==> src/rtl/tick_stopwatch_pkg.sv <==
// Shared types and constants for the MM:SS stopwatch: FSM states, BCD time
// layout, digit limits and the active-low seven-segment patterns.
package tick_stopwatch_pkg;

  typedef enum logic [1:0] {
    IDLE  = 2'd0,
    RUN   = 2'd1,
    PAUSE = 2'd2
  } state_t;

  typedef struct packed {
    logic [3:0] min_hi;
    logic [3:0] min_lo;
    logic [3:0] sec_hi;
    logic [3:0] sec_lo;
  } bcd_time_t;

  localparam logic [3:0] BCD_LO_MAX = 4'd9;
  localparam logic [3:0] BCD_HI_MAX = 4'd5;

  localparam logic [6:0] SEG_BLANK = 7'b1111111;

  // {g,f,e,d,c,b,a}, active-low; entry n is the glyph for digit n
  localparam logic [9:0][6:0] SEG_PATTERNS = {
    7'b0010000,  // 9
    7'b0000000,  // 8
    7'b1111000,  // 7
    7'b0000010,  // 6
    7'b0010010,  // 5
    7'b0011001,  // 4
    7'b0110000,  // 3
    7'b0100100,  // 2
    7'b1111001,  // 1
    7'b1000000   // 0
  };

  function automatic logic [3:0] bcd_pick(input bcd_time_t t, input logic [1:0] sel);
    logic [3:0] d;
    case (sel)
      2'd0:    d = t.sec_lo;
      2'd1:    d = t.sec_hi;
      2'd2:    d = t.min_lo;
      default: d = t.min_hi;
    endcase
    return d;
  endfunction

endpackage

==> src/rtl/tick_stopwatch_if.sv <==
// Control/display bundle of the stopwatch. TICK_STOPWATCH_LAP_EN adds the lap
// pulse; master drives the pulses, slave is the stopwatch itself.
interface tick_stopwatch_if;

  logic        tick;
  logic        start_stop;
  logic        clear;
`ifdef TICK_STOPWATCH_LAP_EN
  logic        lap;
`endif
  logic [15:0] digits;
  logic        running;
  logic        wrap;
  logic [3:0]  an;
  logic [6:0]  seg;

`ifdef TICK_STOPWATCH_LAP_EN
  modport master (
    output tick, start_stop, clear, lap,
    input  digits, running, wrap, an, seg
  );
  modport slave (
    input  tick, start_stop, clear, lap,
    output digits, running, wrap, an, seg
  );
`else
  modport master (
    output tick, start_stop, clear,
    input  digits, running, wrap, an, seg
  );
  modport slave (
    input  tick, start_stop, clear,
    output digits, running, wrap, an, seg
  );
`endif

endinterface

==> src/rtl/tick_stopwatch_sevenseg_decoder.sv <==
// BCD digit to active-low seven-segment pattern; non-BCD codes blank the digit.
module sevenseg_decoder (
  input  logic [3:0] bcd,
  output logic [6:0] seg
);
  import tick_stopwatch_pkg::*;

  always_comb begin
    seg = SEG_BLANK;
    if (bcd <= BCD_LO_MAX) seg = SEG_PATTERNS[bcd];
  end

endmodule

==> src/rtl/tick_stopwatch.sv <==
// MM:SS stopwatch with IDLE/RUN/PAUSE control and 4-digit multiplexed display.
// Build option TICK_STOPWATCH_LAP_EN adds a lap-freeze of the displayed value.
//
//   state | meaning
//   IDLE  | time held at zero, waiting for start
//   RUN   | ticks advance the count
//   PAUSE | count held; start resumes, clear zeroes and returns to IDLE
module tick_stopwatch #(
  parameter int unsigned REFRESH_DIV = 24000
) (
  input logic             CLK,
  input logic             reset,
  tick_stopwatch_if.slave bus
);
  import tick_stopwatch_pkg::*;

  localparam int CNT_W = (REFRESH_DIV > 1) ? $clog2(REFRESH_DIV) : 1;
  localparam logic [CNT_W-1:0] CNT_LAST = CNT_W'(REFRESH_DIV - 1);

  state_t     state_q, state_d;
  logic       count_en, clr_en;
  bcd_time_t  cnt_q, cnt_d;
  logic       wrap_d, wrap_q;
  logic       running_q;
  bcd_time_t  disp;

  logic [CNT_W-1:0] refresh_q;
  logic [1:0]       sel_q;
  logic [3:0]       digit_mux;
  logic [6:0]       seg_dec;
  logic [3:0]       an_q;
  logic [6:0]       seg_q;

  always_ff @(posedge CLK or negedge reset) begin
    if (!reset) state_q <= IDLE;
    else        state_q <= state_d;
  end

  always_comb begin
    state_d  = state_q;
    count_en = 1'b0;
    clr_en   = 1'b0;
    case (state_q)
      IDLE: begin
        if (bus.start_stop) state_d = RUN;
      end
      RUN: begin
        count_en = bus.tick;
        if (bus.start_stop) state_d = PAUSE;
      end
      PAUSE: begin
        if (bus.clear) begin
          state_d = IDLE;
          clr_en  = 1'b1;
        end else if (bus.start_stop) begin
          state_d = RUN;
        end
      end
      default: state_d = IDLE;
    endcase
  end

  // ripple carry through the four digits; only a full 59:59 rollover flags wrap
  always_comb begin
    cnt_d  = cnt_q;
    wrap_d = 1'b0;
    if (clr_en) begin
      cnt_d = '0;
    end else if (count_en) begin
      cnt_d.sec_lo = cnt_q.sec_lo + 4'd1;
      if (cnt_q.sec_lo == BCD_LO_MAX) begin
        cnt_d.sec_lo = '0;
        cnt_d.sec_hi = cnt_q.sec_hi + 4'd1;
        if (cnt_q.sec_hi == BCD_HI_MAX) begin
          cnt_d.sec_hi = '0;
          cnt_d.min_lo = cnt_q.min_lo + 4'd1;
          if (cnt_q.min_lo == BCD_LO_MAX) begin
            cnt_d.min_lo = '0;
            cnt_d.min_hi = cnt_q.min_hi + 4'd1;
            if (cnt_q.min_hi == BCD_HI_MAX) begin
              cnt_d.min_hi = '0;
              wrap_d       = 1'b1;
            end
          end
        end
      end
    end
  end

  always_ff @(posedge CLK or negedge reset) begin
    if (!reset) begin
      cnt_q     <= '0;
      wrap_q    <= 1'b0;
      running_q <= 1'b0;
    end else begin
      cnt_q     <= cnt_d;
      wrap_q    <= wrap_d;
      running_q <= (state_d == RUN);
    end
  end

`ifdef TICK_STOPWATCH_LAP_EN
  logic      frozen_q;
  bcd_time_t snap_q;

  // the snapshot is the count as it stood when the freezing lap arrived
  always_ff @(posedge CLK or negedge reset) begin
    if (!reset) begin
      frozen_q <= 1'b0;
      snap_q   <= '0;
    end else if (clr_en) begin
      frozen_q <= 1'b0;
    end else if ((state_q == RUN) && bus.lap) begin
      frozen_q <= ~frozen_q;
      if (!frozen_q) snap_q <= cnt_q;
    end
  end

  assign disp = frozen_q ? snap_q : cnt_q;
`else
  assign disp = cnt_q;
`endif

  always_ff @(posedge CLK or negedge reset) begin
    if (!reset) begin
      refresh_q <= '0;
      sel_q     <= 2'd0;
    end else if (refresh_q == CNT_LAST) begin
      refresh_q <= '0;
      sel_q     <= sel_q + 2'd1;
    end else begin
      refresh_q <= refresh_q + 1'b1;
    end
  end

  assign digit_mux = bcd_pick(disp, sel_q);

  sevenseg_decoder u_dec (
    .bcd (digit_mux),
    .seg (seg_dec)
  );

  always_ff @(posedge CLK or negedge reset) begin
    if (!reset) begin
      an_q  <= 4'b1111;
      seg_q <= SEG_BLANK;
    end else begin
      an_q  <= ~(4'b0001 << sel_q);
      seg_q <= seg_dec;
    end
  end

  assign bus.digits  = disp;
  assign bus.running = running_q;
  assign bus.wrap    = wrap_q;
  assign bus.an      = an_q;
  assign bus.seg     = seg_q;

endmodule

==> src/flat_wrapper.sv <==
// flat-port wrapper written by rule: the top's interface ports become plain ports
module tick_stopwatch_flat import tick_stopwatch_pkg::*;
#(
  parameter int unsigned REFRESH_DIV = 24000
)
  (CLK, reset, bus_tick, bus_start_stop, bus_clear, bus_digits, bus_running, bus_wrap, bus_an, bus_seg);
  tick_stopwatch_if bus_i ();
  input logic CLK;
  input logic reset;
  input wire logic [$bits(bus_i.tick)-1:0] bus_tick;
  input wire logic [$bits(bus_i.start_stop)-1:0] bus_start_stop;
  input wire logic [$bits(bus_i.clear)-1:0] bus_clear;
  output wire logic [$bits(bus_i.digits)-1:0] bus_digits;
  output wire logic [$bits(bus_i.running)-1:0] bus_running;
  output wire logic [$bits(bus_i.wrap)-1:0] bus_wrap;
  output wire logic [$bits(bus_i.an)-1:0] bus_an;
  output wire logic [$bits(bus_i.seg)-1:0] bus_seg;
  assign bus_i.tick = bus_tick;
  assign bus_i.start_stop = bus_start_stop;
  assign bus_i.clear = bus_clear;
  assign bus_digits = bus_i.digits;
  assign bus_running = bus_i.running;
  assign bus_wrap = bus_i.wrap;
  assign bus_an = bus_i.an;
  assign bus_seg = bus_i.seg;
  tick_stopwatch #(.REFRESH_DIV(REFRESH_DIV)) u_core (.CLK(CLK), .reset(reset), .bus(bus_i));
endmodule
==> config.mk <==
export PLATFORM = sky130hd
export DESIGN_NAME = tick_stopwatch_flat
export DESIGN_NICKNAME = d
export VERILOG_FILES = /design/src/rtl/tick_stopwatch_pkg.sv /design/src/rtl/tick_stopwatch_if.sv /design/src/rtl/tick_stopwatch_sevenseg_decoder.sv /design/src/rtl/tick_stopwatch.sv /design/src/flat_wrapper.sv
export SDC_FILE = /design/constraint.sdc
export NUM_CORES = 1
export LEC_CHECK = 0
export ABC_AREA = 1
export BUFFER_PORTS_ARGS = -buffer_cell sky130_fd_sc_hd__buf_2
export CORE_MARGIN = 2
export CORE_UTILIZATION = 35
export DETAILED_ROUTE_END_ITERATION = 10
export HOLD_SLACK_MARGIN = 0.06
export PLACE_DENSITY_LB_ADDON = 0.2
export SYNTH_ARGS = -nofsm -noshare
export SYNTH_HDL_FRONTEND = slang
export SYNTH_HIERARCHICAL = 1
export SYNTH_SLANG_ARGS = --single-unit
==> constraint.sdc <==
create_clock -name CLK -period 2.21 [get_ports CLK]
set_input_delay 0.221 -clock CLK [delete_from_list [all_inputs] [get_ports CLK]]
set_output_delay 0.221 -clock CLK [all_outputs]
set_load 0.01 [all_outputs]
==> impl_results.html, run 1 <==
<table>
<tr><th>Metric</th><th>Value</th></tr>
<tr><th colspan="2">Run status</th></tr>
<tr><td>Result of the run</td><td>finished, final reports clean</td></tr>
<tr><th colspan="2">Global route</th></tr>
<tr><td>Vias in the first global route</td><td>between 2000 and 2500</td></tr>
<tr><td>Global-route wire length before repair</td><td>roughly 9900 um</td></tr>
<tr><td>Total routing usage reported by global routing</td><td>0.140</td></tr>
<tr><td>Pin count of the biggest net entering global routing</td><td>26</td></tr>
<tr><td>Number of antenna violations at the first check in global routing</td><td>0</td></tr>
<tr><td>Grt ovf</td><td>0</td></tr>
<tr><th colspan="2">STA</th></tr>
<tr><td>Setup TNS</td><td>0 ps</td></tr>
<tr><td>Slew at the pin closest to its max-slew limit</td><td>around 560 ps</td></tr>
<tr><td>Clock Skews</td><td>a little under 8 ps</td></tr>
<tr><td>Max-slew violation count</td><td>0</td></tr>
<tr><td>Maximum operating frequency</td><td>~500 MHz</td></tr>
<tr><td>Setup violation total in the final timing report</td><td>0</td></tr>
<tr><td>Worst relative slew slack</td><td>0.627</td></tr>
<tr><td>Clock period minus worst slack</td><td>around 2000 ps</td></tr>
<tr><td>Final count of hold timing violations</td><td>0</td></tr>
<tr><td>Final worst-path cycle share</td><td>0.906</td></tr>
<tr><td>Setup repair after global routing missed its margin</td><td>no</td></tr>
<tr><th colspan="2">Logic synthesis</th></tr>
<tr><td>Multiplexer fraction of the synthesized cell area</td><td>0</td></tr>
<tr><td>Post-synthesis area per instance</td><td>around 8.4 um^2</td></tr>
<tr><td>Simple-Gate Fraction of Synth Area</td><td>0.294</td></tr>
<tr><td>Largest family of logic cells by synthesized area</td><td>simple AND/OR/NAND/NOR gates</td></tr>
<tr><td>Compound-cell area share of the yosys netlist</td><td>0.0708</td></tr>
<tr><td>Synthesized instance count</td><td>between 300 and 400</td></tr>
<tr><td>Sequential cell area fraction in the yosys report</td><td>0.435</td></tr>
<tr><td>Adder and majority gate portion of the synthesized area</td><td>0.0851</td></tr>
<tr><td>Top cells by area, synth</td><td>dfrtp_1, dfstp_2, nand2_1</td></tr>
<tr><td>Synthesized flop and latch total</td><td>between 40 and 50</td></tr>
<tr><td>Synth Area in XOR/XNOR</td><td>0.0408</td></tr>
<tr><td>Post-synth design cell area</td><td>2790 um^2</td></tr>
<tr><td>Share of Yosys cell area claimed by the top area cell type</td><td>0.332</td></tr>
<tr><td>Dominant cell type by area after synthesis</td><td>dfrtp_1</td></tr>
<tr><td>EDFF count, synth</td><td>0</td></tr>
<tr><td>Ys Warns</td><td>6</td></tr>
<tr><td>Number of different library cells in the post-synthesis netlist</td><td>30</td></tr>
<tr><td>Fraction of registers with async set or reset after synthesis</td><td>1.00</td></tr>
<tr><td>Most used DFF post-synth</td><td>dfrtp_1</td></tr>
<tr><td>Syn nets</td><td>between 300 and 400</td></tr>
<tr><th colspan="2">Layout</th></tr>
<tr><td>Most frequent standard cell in the layout excluding fill and tap cells</td><td>nand2_1</td></tr>
<tr><td>Area overhead of the layout relative to synthesis</td><td>14.7%</td></tr>
<tr><td>Nets</td><td>around 400</td></tr>
<tr><td>Combined area of the multi-input logic cells</td><td>roughly 1400 um^2</td></tr>
<tr><td>Share of final-layout standard cells stronger than drive strength 1</td><td>0.202</td></tr>
<tr><td>Non-filler cells, final</td><td>approximately 480</td></tr>
<tr><td>Fill cell count</td><td>approximately 800</td></tr>
<tr><td>FF+latch area</td><td>~1200 um^2</td></tr>
<tr><td>Leading cell types in the layout, fill and taps excluded</td><td>nand2_1, inv_1, dfrtp_1</td></tr>
<tr><td>Fin util</td><td>0.415</td></tr>
<tr><td>ANT cells</td><td>0</td></tr>
<tr><td>Design Area, Final</td><td>3200 um^2</td></tr>
<tr><th colspan="2">Placed design</th></tr>
<tr><td>GP Congestion</td><td>roughly 0.82</td></tr>
<tr><td>Placed Instances</td><td>roughly 470</td></tr>
<tr><td>HPWL after DPL</td><td>around 4300 um</td></tr>
<tr><td>Number of buffers inserted by port buffering</td><td>33</td></tr>
<tr><td>Post-DP Area</td><td>3100 um^2</td></tr>
<tr><th colspan="2">Floorplanning</th></tr>
<tr><td>Die X</td><td>a little over 90 um</td></tr>
<tr><td>I/O pin count</td><td>34</td></tr>
<tr><td>Overall die height</td><td>between 90 and 100 um</td></tr>
<tr><td>Placeable core region</td><td>just under 8000 um^2</td></tr>
<tr><td>Full die area</td><td>8710 um^2</td></tr>
<tr><td>Row Count</td><td>32</td></tr>
<tr><td>Initial core utilization</td><td>0.361</td></tr>
<tr><th colspan="2">Clocking</th></tr>
<tr><td>Sink Count</td><td>between 40 and 50</td></tr>
<tr><td>Clock-pin slew on the worst setup and hold paths</td><td>100 ps</td></tr>
<tr><td>CTS tree</td><td>yes</td></tr>
<tr><td>Number of H-tree levels</td><td>2</td></tr>
<tr><td>Count of buffers added by post-CTS timing repair for setup</td><td>0</td></tr>
<tr><td>Cell at the root of the clock tree</td><td>clkbuf_8</td></tr>
<tr><td>Skew-Pair Late Insertion Delay</td><td>around 300 ps</td></tr>
<tr><td>Number of buffers created by CTS</td><td>5</td></tr>
<tr><td>Clock buffer depth</td><td>2</td></tr>
<tr><th colspan="2">Hold path</th></tr>
<tr><td>Worst Hold Depth</td><td>4</td></tr>
<tr><td>Worst Hold Launch</td><td>bus_start_stop</td></tr>
<tr><td>Hold/Removal Path Class</td><td>in2reg</td></tr>
<tr><td>Terminating pin of the worst hold path</td><td>u_core/state_q[0]</td></tr>
<tr><th colspan="2">Worst setup path</th></tr>
<tr><td>Startpoint Class</td><td>register</td></tr>
<tr><td>Reg2reg end</td><td>u_core/bus.seg[3]</td></tr>
<tr><td>Critical path capture point type</td><td>register</td></tr>
<tr><td>R2R setup slack</td><td>roughly 210 ps</td></tr>
<tr><td>Crit path launch</td><td>u_core/sel_q[0]</td></tr>
<tr><td>CP max stage cell</td><td>dfrtp_1</td></tr>
<tr><td>Critical path required time</td><td>2440 ps</td></tr>
<tr><td>R2R depth</td><td>10</td></tr>
<tr><td>Category of the most critical setup path</td><td>reg2reg</td></tr>
<tr><td>Worst path cell trace</td><td>inv_1 &gt; ha_1 &gt; inv_1 &gt; o22ai_1 &gt; a21oi_1 &gt; o21ai_1 &gt; buf_4 &gt; ha_1 &gt; o21ai_0 &gt; o21ai_0</td></tr>
<tr><td>CP peak stage delay</td><td>between 400 and 500 ps</td></tr>
<tr><td>Critical path peak fanout</td><td>5</td></tr>
<tr><td>Startpoint of the lowest-slack register-to-register path</td><td>u_core/sel_q[0]</td></tr>
<tr><td>Crit path arrival time</td><td>roughly 2200 ps</td></tr>
<tr><th colspan="2">Routing</th></tr>
<tr><td>DRT Pass-1 Iters</td><td>4</td></tr>
<tr><td>Total length of routed wires</td><td>between 5000 and 6000 um</td></tr>
<tr><td>Total vias in the final route</td><td>around 2200</td></tr>
<tr><td>Drt drc</td><td>0</td></tr>
<tr><td>Vias per Instance</td><td>4.57</td></tr>
<tr><td>Antenna Nets Post-Route</td><td>0</td></tr>
<tr><td>Initial detailed-routing violation count</td><td>110</td></tr>
<tr><td>Average wire length per cell after detail routing</td><td>around 12 um</td></tr>
<tr><th colspan="2">Power</th></tr>
<tr><td>Internal cell power</td><td>1.65 mW</td></tr>
<tr><td>Worst vdd ir</td><td>between 400 and 500 uV</td></tr>
<tr><td>Lkg Pwr</td><td>between 1.5 and 2 nW</td></tr>
<tr><td>Reg power frac</td><td>0.458</td></tr>
<tr><td>Power Dens Cells</td><td>between 800 and 900 nW/um^2</td></tr>
<tr><td>Design Power</td><td>between 2 and 3 mW</td></tr>
<tr><td>Clock group share of total power</td><td>0.193</td></tr>
<tr><td>Combinational group share of total power</td><td>0.349</td></tr>
<tr><td>Switching part of the total</td><td>0.390</td></tr>
<tr><td>Switch Pwr</td><td>between 1 and 1.5 mW</td></tr>
<tr><th colspan="2">Job</th></tr>
<tr><td>Maximum Capacitance Violations</td><td>0</td></tr>
</table>
-- synthesized netlist by cell type, drive strengths merged, types with 2 or more instances --
cell type / number
dfrtp: 37
xor2: 12
nand4: 5
o21ai: 18
nand2: 80
a21boi: 2
ha: 19
a21oi: 6
nand3b: 3
inv: 52
o22ai: 6
dfstp: 11
nor2: 40
nor3: 9
nand3: 28
-- repair_timing --
action                                 CTS  global route
endpoints found under the hold margin   12             0
setup endpoints to repair                0             7
hold buffers                             1             0
gates resized for setup                  0             5
-- state kept, by name, indices dropped and copies added, names as in the netlist --
name and cells:
u_core/bus.an 4, u_core/bus.wrap 1, u_core/bus.digits 16, u_core/bus.seg 7
u_core/bus.running 1, u_core/state_q 2, u_core/refresh_q 15, u_core/sel_q 2
-- cells by family after synthesis --
group,after synthesis
AO/OA/AOI/OAI,33
XOR/XNOR,13
adder cells (fa/ha/maj),19
buffers and inverters,53
flip-flops,48
AND/OR/NAND/NOR,167
-- critical path, delay by kind of cell, from the launching register on --
family | cells | cell delay (ps)
DFF | 1 | 440
AOI/OAI and AO/OA | 5 | 670
adders and majority gates | 2 | 410
buffers and inverters | 3 | 400
-- routing by layer --
metal,GRT usage,vias up,share of wire
li1,-,1138,-
met1,0.195,1010,0.51
met2,0.231,33,0.45
met3,0.0218,4,0.030
met4,0.0331,0,0.0075
met5,0,-,0
-- metrics by stage --
| stage | worst slack [ps] | hold slack, ps |
|---|---|---|
| finish | 208 | 238 |
| global route | 15.9 | 260 |
| CTS | 97.9 | 232 |
| detailed placement | 134 | 247 |
| global placement | 231 | 248 |
| floorplan | 295 | -74.6 |
-- layout make-up --
type / instances / share of cell area
multi-input cells: 232 / 0.429
flip-flops and latches: 48 / 0.379
repair buffers: 36 / 0.0633
inverters: 52 / 0.0609
well taps: 102 / 0.0398
clock buffers: 5 / 0.0215
clock inverters: 3 / 0.00586
-- power by group through the flow --
stage,Clock [mW],Sequential (mW),Combinational (mW)
6_report,0.524,1.24,0.944
5_1_grt,0.589,1.27,1.09
4_1_cts,0.559,1.25,0.949
3_5_place_dp,0,1.26,0.944
3_3_place_gp,0,1.26,0.942
2_1_floorplan,0,1.30,0.558
-- how the worst max path moves through the flow --
stage | to | slack (ps)
floorplan | u_core/bus.seg[3] | 300
global placement | u_core/bus.seg[3] | 230
detailed placement | u_core/bus.seg[3] | 130
CTS | u_core/bus.seg[3] | 100
global route | u_core/bus.seg[3] | 20
finish | u_core/bus.seg[3] | 210
No activity file was read; power rests on OpenSTA's default activity.
==> run 2: changes to the inputs <==
ABC_CLOCK_PERIOD_IN_PS = 2500   (was default)
clock period = 2.5 ns   (was 2.21 ns; I/O delays follow)
==> run 2 against run 1 <==
  * Final cell count is 0.21% lower
  * Sequential power fell by 12%
  * Global-route usage up 0.13 points
  * Utilization down 0.081 points
  * Critical path type unchanged
  * Highest routed layer unchanged
==> impl_results.html, run 2 (synthesis results as in run 1) <==
<table>
<tr><th>Metric</th><th>Value</th></tr>
<tr><th colspan="2">Clocking</th></tr>
<tr><td>Resized cells post-CTS</td><td>0</td></tr>
<tr><td>Number of H-tree levels</td><td>2</td></tr>
<tr><td>Count of buffers added by post-CTS timing repair for setup</td><td>0</td></tr>
<tr><td>Skew-Pair Late Insertion Delay</td><td>~300 ps</td></tr>
<tr><td>Sink Count</td><td>48</td></tr>
<tr><td>Total of hold buffers inserted after clock tree synthesis</td><td>1</td></tr>
<tr><td>CTS tree</td><td>yes</td></tr>
<tr><td>Clock buffer depth</td><td>2</td></tr>
<tr><td>Number of buffers created by CTS</td><td>5</td></tr>
<tr><td>Clock-pin slew on the worst setup and hold paths</td><td>about 90 ps</td></tr>
<tr><td>Cell at the root of the clock tree</td><td>clkbuf_8</td></tr>
<tr><th colspan="2">Floorplanning</th></tr>
<tr><td>I/O pin count</td><td>34</td></tr>
<tr><td>Row Count</td><td>32</td></tr>
<tr><td>Placeable core region</td><td>7730 um^2</td></tr>
<tr><td>Die X</td><td>about 93 um</td></tr>
<tr><td>Initial core utilization</td><td>0.361</td></tr>
<tr><td>Full die area</td><td>approximately 8700 um^2</td></tr>
<tr><td>Overall die height</td><td>~93 um</td></tr>
<tr><th colspan="2">Hold path</th></tr>
<tr><td>Hold/Removal Path Class</td><td>in2reg</td></tr>
<tr><th colspan="2">Power</th></tr>
<tr><td>Worst vdd ir</td><td>between 300 and 400 uV</td></tr>
<tr><td>Power Dens Cells</td><td>~750 nW/um^2</td></tr>
<tr><td>Lkg Pwr</td><td>about 1.6 nW</td></tr>
<tr><td>Design Power</td><td>2.40 mW</td></tr>
<tr><th colspan="2">STA</th></tr>
<tr><td>Maximum operating frequency</td><td>about 460 MHz</td></tr>
<tr><td>Clock period minus worst slack</td><td>between 2000 and 2500 ps</td></tr>
<tr><td>Min Hold Slack</td><td>~280 ps</td></tr>
<tr><td>Setup violation total in the final timing report</td><td>0</td></tr>
<tr><td>Max-slew violation count</td><td>0</td></tr>
<tr><td>Setup TNS</td><td>0 ps</td></tr>
<tr><td>Setup repair after global routing missed its margin</td><td>no</td></tr>
<tr><td>Worst relative slew slack</td><td>0.568</td></tr>
<tr><td>Slew at the pin closest to its max-slew limit</td><td>642 ps</td></tr>
<tr><td>Clock Skews</td><td>approximately 10 ps</td></tr>
<tr><td>Setup slack after layout</td><td>about 310 ps</td></tr>
<tr><td>Final worst-path cycle share</td><td>0.876</td></tr>
<tr><td>Final count of hold timing violations</td><td>0</td></tr>
<tr><th colspan="2">Layout</th></tr>
<tr><td>Nets</td><td>398</td></tr>
<tr><td>Share of final-layout standard cells stronger than drive strength 1</td><td>0.197</td></tr>
<tr><td>Fill cell count</td><td>between 700 and 800</td></tr>
<tr><td>Non-filler cells, final</td><td>477</td></tr>
<tr><td>FF+latch area</td><td>about 1200 um^2</td></tr>
<tr><td>ANT cells</td><td>0</td></tr>
<tr><td>Leading cell types in the layout, fill and taps excluded</td><td>nand2_1, inv_1, dfrtp_1</td></tr>
<tr><td>Area overhead of the layout relative to synthesis</td><td>14.5%</td></tr>
<tr><td>Fin util</td><td>0.414</td></tr>
<tr><td>Number of flip-flops in the largest register</td><td>16</td></tr>
<tr><td>Combined area of the multi-input logic cells</td><td>1370 um^2</td></tr>
<tr><td>Design Area, Final</td><td>3200 um^2</td></tr>
<tr><td>Most frequent standard cell in the layout excluding fill and tap cells</td><td>nand2_1</td></tr>
<tr><th colspan="2">Placed design</th></tr>
<tr><td>GP Congestion</td><td>0.828</td></tr>
<tr><td>Post-DP Area</td><td>between 3000 and 4000 um^2</td></tr>
<tr><td>Placed Instances</td><td>~470</td></tr>
<tr><td>HPWL after DPL</td><td>4400 um</td></tr>
<tr><td>Number of buffers inserted by port buffering</td><td>33</td></tr>
<tr><td>Post-Place Setup Slack</td><td>around 320 ps</td></tr>
<tr><th colspan="2">Routing</th></tr>
<tr><td>DRT Pass-1 Iters</td><td>5</td></tr>
<tr><td>Antenna Nets Post-Route</td><td>0</td></tr>
<tr><td>Average wire length per cell after detail routing</td><td>approximately 12 um</td></tr>
<tr><td>Total length of routed wires</td><td>approximately 5700 um</td></tr>
<tr><td>Total vias in the final route</td><td>approximately 2200</td></tr>
<tr><td>Drt drc</td><td>0</td></tr>
<tr><td>Vias per Instance</td><td>around 4.6</td></tr>
<tr><td>Initial detailed-routing violation count</td><td>58</td></tr>
<tr><th colspan="2">Worst setup path</th></tr>
<tr><td>Category of the most critical setup path</td><td>reg2reg</td></tr>
<tr><td>Levels on crit path</td><td>11</td></tr>
<tr><td>Most frequent cell on the critical path</td><td>inv_1</td></tr>
<tr><td>Crit path buf inv count</td><td>4</td></tr>
<tr><td>Critical path destination</td><td>u_core/bus.seg[3]</td></tr>
<tr><td>Reg2reg end</td><td>u_core/bus.seg[3]</td></tr>
<tr><td>R2R setup slack</td><td>slightly above 300 ps</td></tr>
<tr><td>CP peak stage delay</td><td>approximately 440 ps</td></tr>
<tr><td>Top cell family by delay on the critical path</td><td>compound AO/OA/AOI/OAI gates</td></tr>
<tr><td>Critical path required time</td><td>2720 ps</td></tr>
<tr><td>Startpoint Class</td><td>register</td></tr>
<tr><td>Crit path launch</td><td>u_core/sel_q[1]</td></tr>
<tr><td>Startpoint of the lowest-slack register-to-register path</td><td>u_core/sel_q[1]</td></tr>
<tr><td>Critical path capture point type</td><td>register</td></tr>
<tr><td>CP max stage cell</td><td>dfrtp_1</td></tr>
<tr><td>R2R depth</td><td>11</td></tr>
<tr><td>Worst path cell trace</td><td>inv_1 &gt; ha_1 &gt; inv_1 &gt; o22ai_1 &gt; a21oi_1 &gt; o21ai_0 &gt; inv_1 &gt; ha_1 &gt; nand2_1 &gt; inv_1 &gt; o21ai_0</td></tr>
<tr><td>Critical path peak fanout</td><td>5</td></tr>
<tr><td>Crit path arrival time</td><td>2410 ps</td></tr>
<tr><th colspan="2">Run status</th></tr>
<tr><td>Result of the run</td><td>finished, final reports clean</td></tr>
<tr><th colspan="2">Global route</th></tr>
<tr><td>Vias in the first global route</td><td>about 2100</td></tr>
<tr><td>Total routing usage reported by global routing</td><td>0.142</td></tr>
<tr><td>Number of antenna violations at the first check in global routing</td><td>0</td></tr>
<tr><td>Pin count of the biggest net entering global routing</td><td>27</td></tr>
<tr><td>Grt ovf</td><td>0</td></tr>
<tr><td>Global-route wire length before repair</td><td>about 9900 um</td></tr>
<tr><th colspan="2">Job</th></tr>
<tr><td>Maximum Capacitance Violations</td><td>0</td></tr>
</table>
## run 2: final cells by class
cell class | instances | area share
repair buffers | 35 | 0.0611
inverters | 52 | 0.0611
flip-flops and latches | 48 | 0.380
multi-input cells | 232 | 0.429
well taps | 102 | 0.0399
clock buffers | 7 | 0.0270
clock inverters | 1 | 0.00196
## run 2: worst min path at each step
stage                         from                   end  slack, ps  cells after the start
CTS                 bus_start_stop     u_core/state_q[1]        270                      3
global placement             reset   u_core/refresh_q[5]        280                      1
detailed placement           reset   u_core/refresh_q[9]        280                      1
global route        bus_start_stop     u_core/state_q[1]        280                      3
floorplan                    reset  u_core/bus.digits[0]        -50                      0
finish              bus_start_stop     u_core/state_q[1]        280                      3
## run 2: worst min-delay path: cells and delay by family
kind / cells / cell delay [ps]
buffers and inverters: 1 / 90
AOI/OAI and AO/OA: 1 / 130
and+or+nand+nor: 1 / 70
## run 2: where the power goes
part           total, mW  switching [mW]  internal [mW]
sequential          1.09           0.150          0.944
clock              0.488           0.261          0.226
combinational      0.822           0.511          0.311
## run 2: routing by layer
metal / up-vias / part of all wire / track usage
li1: 1136 / - / -
met1: 1024 / 0.49 / 0.187
met2: 37 / 0.47 / 0.239
met3: 2 / 0.033 / 0.0210
met4: 0 / 0.0067 / 0.0441
met5: - / 0 / 0
==> run 3: changes to the inputs <==
CORE_UTILIZATION = 50   (was 35)
CTS_CLUSTER_SIZE = 25   (was default)
==> run 3 against run 2 <==
  * Clock power fell by 9.2%
  * Utilization increased by 16 points
  * Die area decreased by 29%
  * Worst setup slack gained 36 ps
  * Critical path type unchanged
  * Critical endpoint unchanged
  * Hold slack got worse by 200 ps
  * Largest cell class unchanged
==> impl_results.html, run 3 (synthesis results as in run 1) <==
<table>
<tr><th>Metric</th><th>Value</th></tr>
<tr><th colspan="2">Clocking</th></tr>
<tr><td>CTS tree</td><td>yes</td></tr>
<tr><td>Resized cells post-CTS</td><td>0</td></tr>
<tr><td>Count of buffers added by post-CTS timing repair for setup</td><td>0</td></tr>
<tr><td>Skew-Pair Late Insertion Delay</td><td>~300 ps</td></tr>
<tr><td>Number of H-tree levels</td><td>2</td></tr>
<tr><td>Total of hold buffers inserted after clock tree synthesis</td><td>0</td></tr>
<tr><td>Clock buffer depth</td><td>2</td></tr>
<tr><td>Number of buffers created by CTS</td><td>5</td></tr>
<tr><td>Sink Count</td><td>48</td></tr>
<tr><td>Cell at the root of the clock tree</td><td>clkbuf_8</td></tr>
<tr><td>Clock-pin slew on the worst setup and hold paths</td><td>about 80 ps</td></tr>
<tr><th colspan="2">Routing</th></tr>
<tr><td>Antenna Nets Post-Route</td><td>0</td></tr>
<tr><td>Vias per Instance</td><td>4.87</td></tr>
<tr><td>DRT Pass-1 Iters</td><td>4</td></tr>
<tr><td>Drt drc</td><td>0</td></tr>
<tr><td>Total length of routed wires</td><td>roughly 5200 um</td></tr>
<tr><td>Initial detailed-routing violation count</td><td>79</td></tr>
<tr><td>Total vias in the final route</td><td>2181</td></tr>
<tr><td>Average wire length per cell after detail routing</td><td>approximately 12 um</td></tr>
<tr><th colspan="2">Placed design</th></tr>
<tr><td>Number of buffers inserted by port buffering</td><td>33</td></tr>
<tr><td>HPWL after DPL</td><td>around 4000 um</td></tr>
<tr><td>Placed Instances</td><td>440</td></tr>
<tr><td>GP Congestion</td><td>between 0.8 and 0.9</td></tr>
<tr><th colspan="2">Worst setup path</th></tr>
<tr><td>Startpoint Class</td><td>register</td></tr>
<tr><td>Critical path peak fanout</td><td>5</td></tr>
<tr><td>CP peak stage delay</td><td>between 400 and 500 ps</td></tr>
<tr><td>Crit path buf inv count</td><td>4</td></tr>
<tr><td>Worst path cell trace</td><td>inv_1 &gt; ha_1 &gt; inv_1 &gt; o22ai_1 &gt; a21oi_1 &gt; o21ai_0 &gt; inv_1 &gt; ha_1 &gt; nand2_1 &gt; inv_1 &gt; o21ai_0</td></tr>
<tr><td>Critical path capture point type</td><td>register</td></tr>
<tr><td>Most frequent cell on the critical path</td><td>inv_1</td></tr>
<tr><td>Crit path arrival time</td><td>between 2000 and 2500 ps</td></tr>
<tr><td>Critical path required time</td><td>2720 ps</td></tr>
<tr><td>Category of the most critical setup path</td><td>reg2reg</td></tr>
<tr><td>CP max stage cell</td><td>dfrtp_1</td></tr>
<tr><td>Top cell family by delay on the critical path</td><td>compound AO/OA/AOI/OAI gates</td></tr>
<tr><th colspan="2">STA</th></tr>
<tr><td>Slew at the pin closest to its max-slew limit</td><td>slightly above 900 ps</td></tr>
<tr><td>Worst relative slew slack</td><td>0.394</td></tr>
<tr><td>Max-slew violation count</td><td>0</td></tr>
<tr><td>Clock period minus worst slack</td><td>about 2200 ps</td></tr>
<tr><td>Clock Skews</td><td>between 10 and 15 ps</td></tr>
<tr><td>Maximum operating frequency</td><td>approximately 460 MHz</td></tr>
<tr><td>Final count of hold timing violations</td><td>0</td></tr>
<tr><td>Min Hold Slack</td><td>about 74 ps</td></tr>
<tr><td>Final worst-path cycle share</td><td>0.861</td></tr>
<tr><td>Setup TNS</td><td>0 ps</td></tr>
<tr><td>Setup violation total in the final timing report</td><td>0</td></tr>
<tr><td>Setup repair after global routing missed its margin</td><td>no</td></tr>
<tr><th colspan="2">Layout</th></tr>
<tr><td>Leading cell types in the layout, fill and taps excluded</td><td>nand2_1, inv_1, dfrtp_1</td></tr>
<tr><td>Number of flip-flops in the largest register</td><td>16</td></tr>
<tr><td>Fill cell count</td><td>approximately 530</td></tr>
<tr><td>Nets</td><td>approximately 400</td></tr>
<tr><td>ANT cells</td><td>0</td></tr>
<tr><td>Area overhead of the layout relative to synthesis</td><td>12.5%</td></tr>
<tr><td>Share of final-layout standard cells stronger than drive strength 1</td><td>0.199</td></tr>
<tr><td>Non-filler cells, final</td><td>approximately 450</td></tr>
<tr><td>Most frequent standard cell in the layout excluding fill and tap cells</td><td>nand2_1</td></tr>
<tr><th colspan="2">Run status</th></tr>
<tr><td>Result of the run</td><td>finished, final reports clean</td></tr>
<tr><th colspan="2">Floorplanning</th></tr>
<tr><td>Row Count</td><td>27</td></tr>
<tr><td>Initial core utilization</td><td>0.513</td></tr>
<tr><td>Die X</td><td>around 80 um</td></tr>
<tr><td>Placeable core region</td><td>approximately 5400 um^2</td></tr>
<tr><td>Full die area</td><td>6200 um^2</td></tr>
<tr><td>I/O pin count</td><td>34</td></tr>
<tr><td>Overall die height</td><td>slightly below 80 um</td></tr>
<tr><th colspan="2">Global route</th></tr>
<tr><td>Pin count of the biggest net entering global routing</td><td>43</td></tr>
<tr><td>Global-route wire length before repair</td><td>9560 um</td></tr>
<tr><td>Vias in the first global route</td><td>about 2200</td></tr>
<tr><td>Number of antenna violations at the first check in global routing</td><td>0</td></tr>
<tr><td>Total routing usage reported by global routing</td><td>0.196</td></tr>
<tr><td>Grt ovf</td><td>0</td></tr>
<tr><th colspan="2">Power</th></tr>
<tr><td>Power Dens Cells</td><td>around 750 nW/um^2</td></tr>
<tr><td>Worst vdd ir</td><td>~420 uV</td></tr>
<tr><td>Lkg Pwr</td><td>between 1.5 and 2 nW</td></tr>
<tr><th colspan="2">Job</th></tr>
<tr><td>Maximum Capacitance Violations</td><td>0</td></tr>
<tr><th colspan="2">Hold path</th></tr>
<tr><td>Hold/Removal Path Class</td><td>in2async</td></tr>
</table>
==> run 3: metrics by stage <==
stage	power (mW)	util	worst slack [ps]	instance area, um^2
final	2.36	0.577	347	3140
after CTS	2.39	0.577	333	3140
after global placement	1.93	0.562	463	3060
after floorplan	1.64	-	585	2790
after detailed placement	1.94	0.562	362	3060
after global routing	2.58	0.577	70.6	3140
==> run 3: final cells by class <==
type / instances / area [um^2] / area share
Multi-Input combinational cell: 232 / 1370 / 0.437
Clock buffer: 7 / 76.3 / 0.0243
Tap cell: 72 / 90.1 / 0.0287
Sequential cell: 48 / 1210 / 0.387
Clock inverter: 1 / 5.00 / 0.00159
Inverter: 52 / 195 / 0.0622
Timing Repair Buffer: 36 / 188 / 0.0598
==> run 3: path summary, 6_finish.rpt <==
kind	startpoint	endpoint	slack, ps	cells past startpoint
setup / recovery	u_core/sel_q[1]	u_core/bus.seg[3]	350	11
hold / removal	reset	u_core/refresh_q[11]	70	1
setup reg to reg	u_core/sel_q[1]	u_core/bus.seg[3]	350	11
hold reg to reg	u_core/refresh_q[0]	u_core/refresh_q[0]	500	1
max in group asynchronous	reset	u_core/bus.an[3]	1710	2
min in group CLK	bus_start_stop	u_core/state_q[0]	260	4
==> run 3: layer usage <==
metal  global-route usage  share of wire
met1                0.252           0.49
met2                0.327           0.46
met3               0.0409          0.033
met4               0.0737          0.014
met5                    0              0
==> run 3: worst reg2reg max path: cells and delay by family, from the launching register on <==
kind            cells  cell delay [ps]
simple gates        1               80
flops               1              430
fa+ha+maj           2              450
compound gates      4              740
buf+inv             4              370
==> run 3: where the power goes <==
part | internal, mW | switching [mW] | total [mW] | leakage (nW)
logic | 0.317 | 0.507 | 0.824 | 0.948
clock network | 0.197 | 0.246 | 0.443 | 0.0422
registers | 0.945 | 0.146 | 1.09 | 0.597
